<file path="src/rtl/fpu_fp64_to_fp32_pipe_pkg.sv">
// Shared FPU definitions for the narrowing converters.
// Holds the binary64/binary32 exponent biases and their difference, the
// all-ones exponent codes, the quiet-NaN marker bit position in a binary32
// fraction, the exception flag bundle and the operand class encoding.
package fpu_fp64_to_fp32_pipe_pkg;

    localparam int FP64_BIAS  = 1023;
    localparam int FP32_BIAS  = 127;
    localparam int BIAS_DELTA = FP64_BIAS - FP32_BIAS;

    localparam logic [10:0] FP64_EXP_ONES = 11'h7FF;
    localparam logic [7:0]  FP32_EXP_ONES = 8'hFF;

    // Fraction bit that marks a binary32 NaN as quiet.
    localparam int QNAN_BIT = 22;

    typedef struct packed {
        logic ovf;
        logic unf;
        logic inx;
    } fp_flags_t;

    typedef enum logic [1:0] {
        CLS_ZERO,
        CLS_INF,
        CLS_NAN,
        CLS_NORM
    } fp_class_t;

endpackage

</file>
<file path="src/rtl/fpu_rne_round24.sv">
// Combinational round-to-nearest-even of a 24-bit significand.
// Ports:
//   m       in  24  significand including the hidden bit
//   g       in   1  guard bit (first bit below m)
//   st      in   1  sticky OR of all remaining lower bits
//   m_rnd   out 24  rounded significand (zero when carry is set)
//   carry   out  1  rounding carried out of 24 bits
//   inexact out  1  some discarded bit was nonzero
module fpu_rne_round24 (
    input  logic [23:0] m,
    input  logic        g,
    input  logic        st,
    output logic [23:0] m_rnd,
    output logic        carry,
    output logic        inexact
);

    logic round_up;

    // A tie (g set, st clear) rounds up only when that makes the lsb even.
    assign round_up = g & (st | m[0]);
    assign {carry, m_rnd} = {1'b0, m} + {24'b0, round_up};
    assign inexact = g | st;

endmodule

</file>
<file path="src/rtl/fpu_fp64_to_fp32_pipe.sv">
// Two-stage pipelined binary64 -> binary32 converter, round-to-nearest-even.
// Stage 1 classifies the operand, rebiases the exponent and rounds the
// significand; stage 2 applies the rounding carry, picks overflow/underflow
// and packs the result. Denormal inputs and results flush to signed zero.
// Ports:
//   clk, reset          clock, asynchronous active-high reset
//   in_valid/in_ready   input handshake, src sampled when both are high
//   src       in  64    binary64 operand
//   out_valid/out_ready output handshake
//   dst       out 32    binary32 result
//   flg_ovf/unf/inx     overflow, underflow (flush), inexact flags
module fpu_fp64_to_fp32_pipe
    import fpu_fp64_to_fp32_pipe_pkg::*;
(
    input  logic        clk,
    input  logic        reset,
    input  logic        in_valid,
    output logic        in_ready,
    input  logic [63:0] src,
    output logic        out_valid,
    input  logic        out_ready,
    output logic [31:0] dst,
    output logic        flg_ovf,
    output logic        flg_unf,
    output logic        flg_inx
);

    logic stall;

    // The whole pipe freezes while an unconsumed result sits at the output.
    assign stall    = out_valid & ~out_ready;
    assign in_ready = ~stall;

    logic        s_in;
    logic [10:0] e_in;
    logic [51:0] f_in;

    assign s_in = src[63];
    assign e_in = src[62:52];
    assign f_in = src[51:0];

    fp_class_t         cls_d;
    logic signed [11:0] eb_d;
    logic [22:0]       nan_payload;
    logic [23:0]       m_rnd;
    logic              rnd_carry;
    logic              rnd_inexact;
    logic [23:0]       mant_d;

    always_comb begin
        cls_d = CLS_NORM;
        if (e_in == 11'd0) begin
            cls_d = CLS_ZERO;
        end else if (e_in == FP64_EXP_ONES) begin
            cls_d = (f_in == 52'd0) ? CLS_INF : CLS_NAN;
        end
    end

    // Keeping the top payload bits and forcing the quiet bit guarantees
    // a NaN never degenerates into an infinity encoding.
    always_comb begin
        nan_payload           = f_in[51:29];
        nan_payload[QNAN_BIT] = 1'b1;
    end

    assign eb_d = $signed({1'b0, e_in}) - $signed(12'(BIAS_DELTA));

    fpu_rne_round24 u_round (
        .m       ({1'b1, f_in[51:29]}),
        .g       (f_in[28]),
        .st      (|f_in[27:0]),
        .m_rnd   (m_rnd),
        .carry   (rnd_carry),
        .inexact (rnd_inexact)
    );

    // NaNs reuse the mantissa register to carry their payload to stage 2.
    assign mant_d = (cls_d == CLS_NAN) ? {1'b0, nan_payload} : m_rnd;

    logic               v1;
    fp_class_t          cls1;
    logic               s1;
    logic signed [11:0] eb1;
    logic [23:0]        mant1;
    logic               carry1;
    logic               inx1;

    // Stage 1 register: loads only on an accepted input, holds on stall.
    always_ff @(posedge clk or posedge reset) begin
        if (reset) begin
            v1     <= 1'b0;
            cls1   <= CLS_ZERO;
            s1     <= 1'b0;
            eb1    <= '0;
            mant1  <= '0;
            carry1 <= 1'b0;
            inx1   <= 1'b0;
        end else if (!stall) begin
            v1 <= in_valid;
            if (in_valid) begin
                cls1   <= cls_d;
                s1     <= s_in;
                eb1    <= eb_d;
                mant1  <= mant_d;
                carry1 <= (cls_d == CLS_NORM) & rnd_carry;
                inx1   <= rnd_inexact;
            end
        end
    end

    // The hidden bit is implicit in the packed binary32 format.
    logic hidden_unused;
    assign hidden_unused = mant1[23];

    logic signed [11:0] eb_adj;
    logic [31:0]        pack_dst;
    fp_flags_t          pack_flags;

    assign eb_adj = eb1 + $signed({11'b0, carry1});

    // Underflow is judged on the pre-round exponent, overflow on the
    // post-round one, so a carry can push a result into infinity but
    // never rescue a value that was already below the normal range.
    always_comb begin
        pack_dst   = {s1, 31'b0};
        pack_flags = '0;
        case (cls1)
            CLS_ZERO: pack_dst = {s1, 31'b0};
            CLS_INF:  pack_dst = {s1, FP32_EXP_ONES, 23'b0};
            CLS_NAN:  pack_dst = {s1, FP32_EXP_ONES, mant1[22:0]};
            default: begin
                if (eb1 <= 12'sd0) begin
                    pack_flags.unf = 1'b1;
                    pack_flags.inx = 1'b1;
                end else if (eb_adj >= $signed({4'b0, FP32_EXP_ONES})) begin
                    pack_dst       = {s1, FP32_EXP_ONES, 23'b0};
                    pack_flags.ovf = 1'b1;
                    pack_flags.inx = 1'b1;
                end else begin
                    pack_dst       = {s1, eb_adj[7:0], mant1[22:0]};
                    pack_flags.inx = inx1;
                end
            end
        endcase
    end

    fp_flags_t flags_q;

    // Stage 2 register: bubbles advance as out_valid=0 without touching dst.
    always_ff @(posedge clk or posedge reset) begin
        if (reset) begin
            out_valid <= 1'b0;
            dst       <= '0;
            flags_q   <= '0;
        end else if (!stall) begin
            out_valid <= v1;
            if (v1) begin
                dst     <= pack_dst;
                flags_q <= pack_flags;
            end
        end
    end

    assign flg_ovf = flags_q.ovf;
    assign flg_unf = flags_q.unf;
    assign flg_inx = flags_q.inx;

endmodule

</file>
<file path="config.mk">
export PLATFORM = sky130hd
export DESIGN_NAME = fpu_fp64_to_fp32_pipe
export DESIGN_NICKNAME = d
export VERILOG_FILES = /design/src/rtl/fpu_fp64_to_fp32_pipe_pkg.sv /design/src/rtl/fpu_rne_round24.sv /design/src/rtl/fpu_fp64_to_fp32_pipe.sv
export SDC_FILE = /design/constraint.sdc
export NUM_CORES = 1
export LEC_CHECK = 0
export BUFFER_PORTS_ARGS = -buffer_cell sky130_fd_sc_hd__buf_4
export CAP_MARGIN = 10
export CORE_UTILIZATION = 53
export DETAILED_ROUTE_END_ITERATION = 10
export PLACE_DENSITY = 0.8
export SLEW_MARGIN = 5
export SYNTH_ARGS = -nofsm -noshare
export SYNTH_HDL_FRONTEND = slang
export SYNTH_SLANG_ARGS = --single-unit
</file>
<file path="constraint.sdc">
create_clock -name clk -period 2.9 [get_ports clk]
set_input_delay 0.58 -clock clk [delete_from_list [all_inputs] [get_ports clk]]
set_output_delay 0.58 -clock clk [all_outputs]
set_load 0.1 [all_outputs]
</file>
==> summary.txt <==
Setup path
  • Critical path launch point type: input port
  • Arrival @ worst endpoint: 2.60 ns
  • Slowest stage delay, CP: approximately 0.32 ns
  • Slowest stage cell, crit path: nor4_1
  • Reg2reg setup slack: 0.68 ns
  • CP startpoint: src[10]
  • Setup CP Type: in -> reg
  • Req. time, crit path: around 3.1 ns
  • Setup crit end kind: register
  • Worst R2R Start: eb1[0]
  • CP endpoint: mant1[18]
  • CP Max Fanout: 6
  • Critical-path cell list: buf_4, nor4_1, nand4_1, o31a_1, ha_1, ha_1, nand3_1, nor2_1, o211ai_1, xor2_1, o21ai_1
  • Worst-case reg-to-reg path depth: 8
  • Most common cell on crit path: ha_1
  • Worst r2r dst: dst[19]

Clock tree
  • Post_cts resized: 0
  • CTS Hold Bufs: 0
  • H-tree depth: 3
  • Post-CTS setup buffers: 0
  • CTS Buffer Depth: 2
  • Root buf cell: clkbuf_8
  • Clock transition at the registers of the reported paths: ~0.080 ns
  • Worst-Skew Late Latency: 0.34 ns
  • Clock sink count: 77
  • CTS Buf Count: 9
  • CTS tree: built

Yosys
  • Dominant cells by area after synthesis: dfrtp_1 48%, nand2_1 7.2%, nor2_1 5.4%, xor2_1 3.9%, nor3_1 3.4%
  • Post-synthesis sequential area ratio: approximately half
  • Synthesized area per cell: 8.89 um2
  • Syn Nets: ~520
  • Cell area after synthesis: approximately 4000 um2
  • Synth area leader: dfrtp_1
  • Post-synth top area share: 48.2%
  • Post-Syn Instances: ~450
  • YS warnings: 0
  • Post-synthesis cell type count: 46
  • Top FF cell, synth: dfrtp_1
  • Synthesis-stage register bit count: 77
  • Async SR Flop Fraction: 100%
  • Post-synth EDFFs: 0

Floorplan
  • Initial core utilization: ~55%
  • Die H: around 89 um
  • I/O pin cnt: roughly 110
  • Core area: between 7000 and 8000 um2
  • Die Area: 7890 um2
  • FP Rows: 31
  • Die width: 88.8 um

Pwr
  • Pwr Total: 0.00464 W
  • Maximum vdd drop: roughly 0.44 mV
  • LEAKAGE: 2.34 nW
  • Power Dens Cells: a little over 900 nW/um2

Placed design
  • Detail Placement HPWL: 7.60 mm
  • Routability Congestion: 0.897
  • Cell Area, Placed: ~4900 um2
  • DP Worst Slack: between 0.15 and 0.2 ns
  • Port bufs: approximately 100
  • Cell count after placement: between 600 and 700

Timing
  • Period utilization: between 80 and 90%
  • Final Setup Violations: 0
  • RSZ-0062 raised after global routing: no
  • Slew HR: between 50% and 60%
  • Setup ws final: 0.516 ns
  • Max Freq: between 400 and 500 MHz
  • Least-Margin Pin Slew: 0.652 ns
  • Setup_tns: 0 ns
  • Max-slew violations: 0
  • Final Hold Vio Count: 0
  • Clock skew: a little under 0.01 ns
  • Fin crit period: ~2.4 ns

Global routing
  • Tot GR Track Use: approximately 27%
  • Number of global-route vias before repair: between 3000 and 4000
  • Largest net degree at the start of global routing: around 80
  • Initial antenna violation count: 0
  • First-pass GRT wire length: 16.1 mm
  • GRT overflow: 0

Finish
  • Fillers: 580
  • Most frequent cells in the layout: 111 x buf_4, 77 x nand2_1, 77 x dfrtp_1
  • Design Area, Final: approximately 5000 um2
  • Nets: around 620
  • Share of cells above drive strength 1: between 20% and 30%
  • Most common cell after layout, fill and taps aside: buf_4
  • Inserted Diodes: 0
  • Area grow syn2layout: 27.2%
  • Fin cells: ~650

Detailed routing
  • Initial drt markers: approximately 240
  • Drt drc: 0
  • Via density: between 5 and 6
  • DR WL/cell: ~15 um
  • Post-Route WL: roughly 10 mm
  • Antenna Nets Post-Route: 0
  • DRT Pass-1 Iters: 4
  • Via count: between 3000 and 4000

Min path
  • Worst min path class: in -> async

Run
  • Max-cap violations: 0

Outcome
  • Status: finished clean
worst min path at each step:
| stage | to | cells past startpoint | slack [ns] | startpoint |
|---|---|---|---|---|
| final | eb1[3] | 3 | 0.33 | reset |
| after global routing | eb1[3] | 3 | 0.36 | reset |
| after CTS | eb1[3] | 3 | 0.33 | reset |
| after detailed placement | mant1[13] | 2 | 0.47 | mant1[13] |
| after global placement | dst[31] | 2 | 0.46 | s1 |
| after floorplan | dst[31] | 2 | 0.44 | s1 |
cell type report:
type | count | area [um2] | share of cell area, %
clock inverter | 7 | 98.8 | 1.95
inverter | 9 | 33.8 | 0.665
tap | 99 | 124 | 2.44
sequential | 77 | 1930 | 37.9
clock buffer | 9 | 124 | 2.44
multi-input combinational | 338 | 1920 | 37.8
timing repair buffer | 112 | 853 | 16.8
Yosys cell counts, types with 2 or more instances:
cell       instances
buf_2              2
xnor2_1           10
nor4_2             5
a21o_1             3
nand4_1           11
a31oi_1            2
o21ai_1           16
or3_1              2
a21oi_1           12
xor2_1            18
dfrtp_1           77
and3_1             7
inv_1              9
nor4_1            12
nor3_1            27
clkbuf_1          19
mux2i_1            3
o21ai_0           25
buf_4              2
and4_1             5
o2111ai_1          4
ha_1               7
and2_1             2
nand3_1           11
o211ai_1           5
nor2_1            57
nand2_1           77
layer usage:
layer	vias to the layer above	wire length, um	GRT usage (%)
met5	-	0	0
met4	0	218	11.1
met3	23	563	3.92
met2	168	4710	43.7
met1	1746	4560	37.2
li1	1786	-	-
kinds of logic after synthesis:
| group | after synthesis | share of synthesized area, % |
|---|---|---|
| AOI/OAI and AO/OA | 80 | 12.5 |
| xor gates and xnor gates | 28 | 6.14 |
| adders and majority gates | 7 | 2.19 |
| buffers and inverters | 34 | 3.67 |
| DFF | 77 | 48.2 |
| muxes | 3 | 0.752 |
| and+or+nand+nor | 220 | 26.5 |
registers in the layout, indices dropped and copies added, names as in the netlist:
| name | count |
|---|---|
| flg_inx | 1 |
| out_valid | 1 |
| s1 | 1 |
| carry1 | 1 |
| eb1 | 12 |
| v1 | 1 |
| mant1 | 23 |
| cls1 | 2 |
| inx1 | 1 |
| dst | 32 |
| flg_unf | 1 |
| flg_ovf | 1 |
stage by stage:
| stage | util, % | hold WS [ns] |
|---|---|---|
| 3_3_place_gp | 67.0 | 0.457 |
| 3_5_place_dp | 67.0 | 0.470 |
| 2_1_floorplan | - | 0.439 |
| 5_1_grt | 70.1 | 0.361 |
| 6_report | 70.1 | 0.328 |
| 4_1_cts | 70.1 | 0.333 |
worst max-delay path, delay by kind of cell:
family	cells	cell delay (ns)
compound gates	3	0.55
fa+ha+maj	2	0.43
buf+inv	1	0.11
xor+xnor	1	0.18
simple gates	4	0.76
report_power, final:
part	internal [W]	total, W	switching, W
Clock	0.000489	0.000884	0.000395
Combinational	0.000490	0.00223	0.00174
Sequential	0.00134	0.00153	0.000192
Total	0.00231	0.00464	0.00233
No activity file was read; power rests on OpenSTA's default activity.
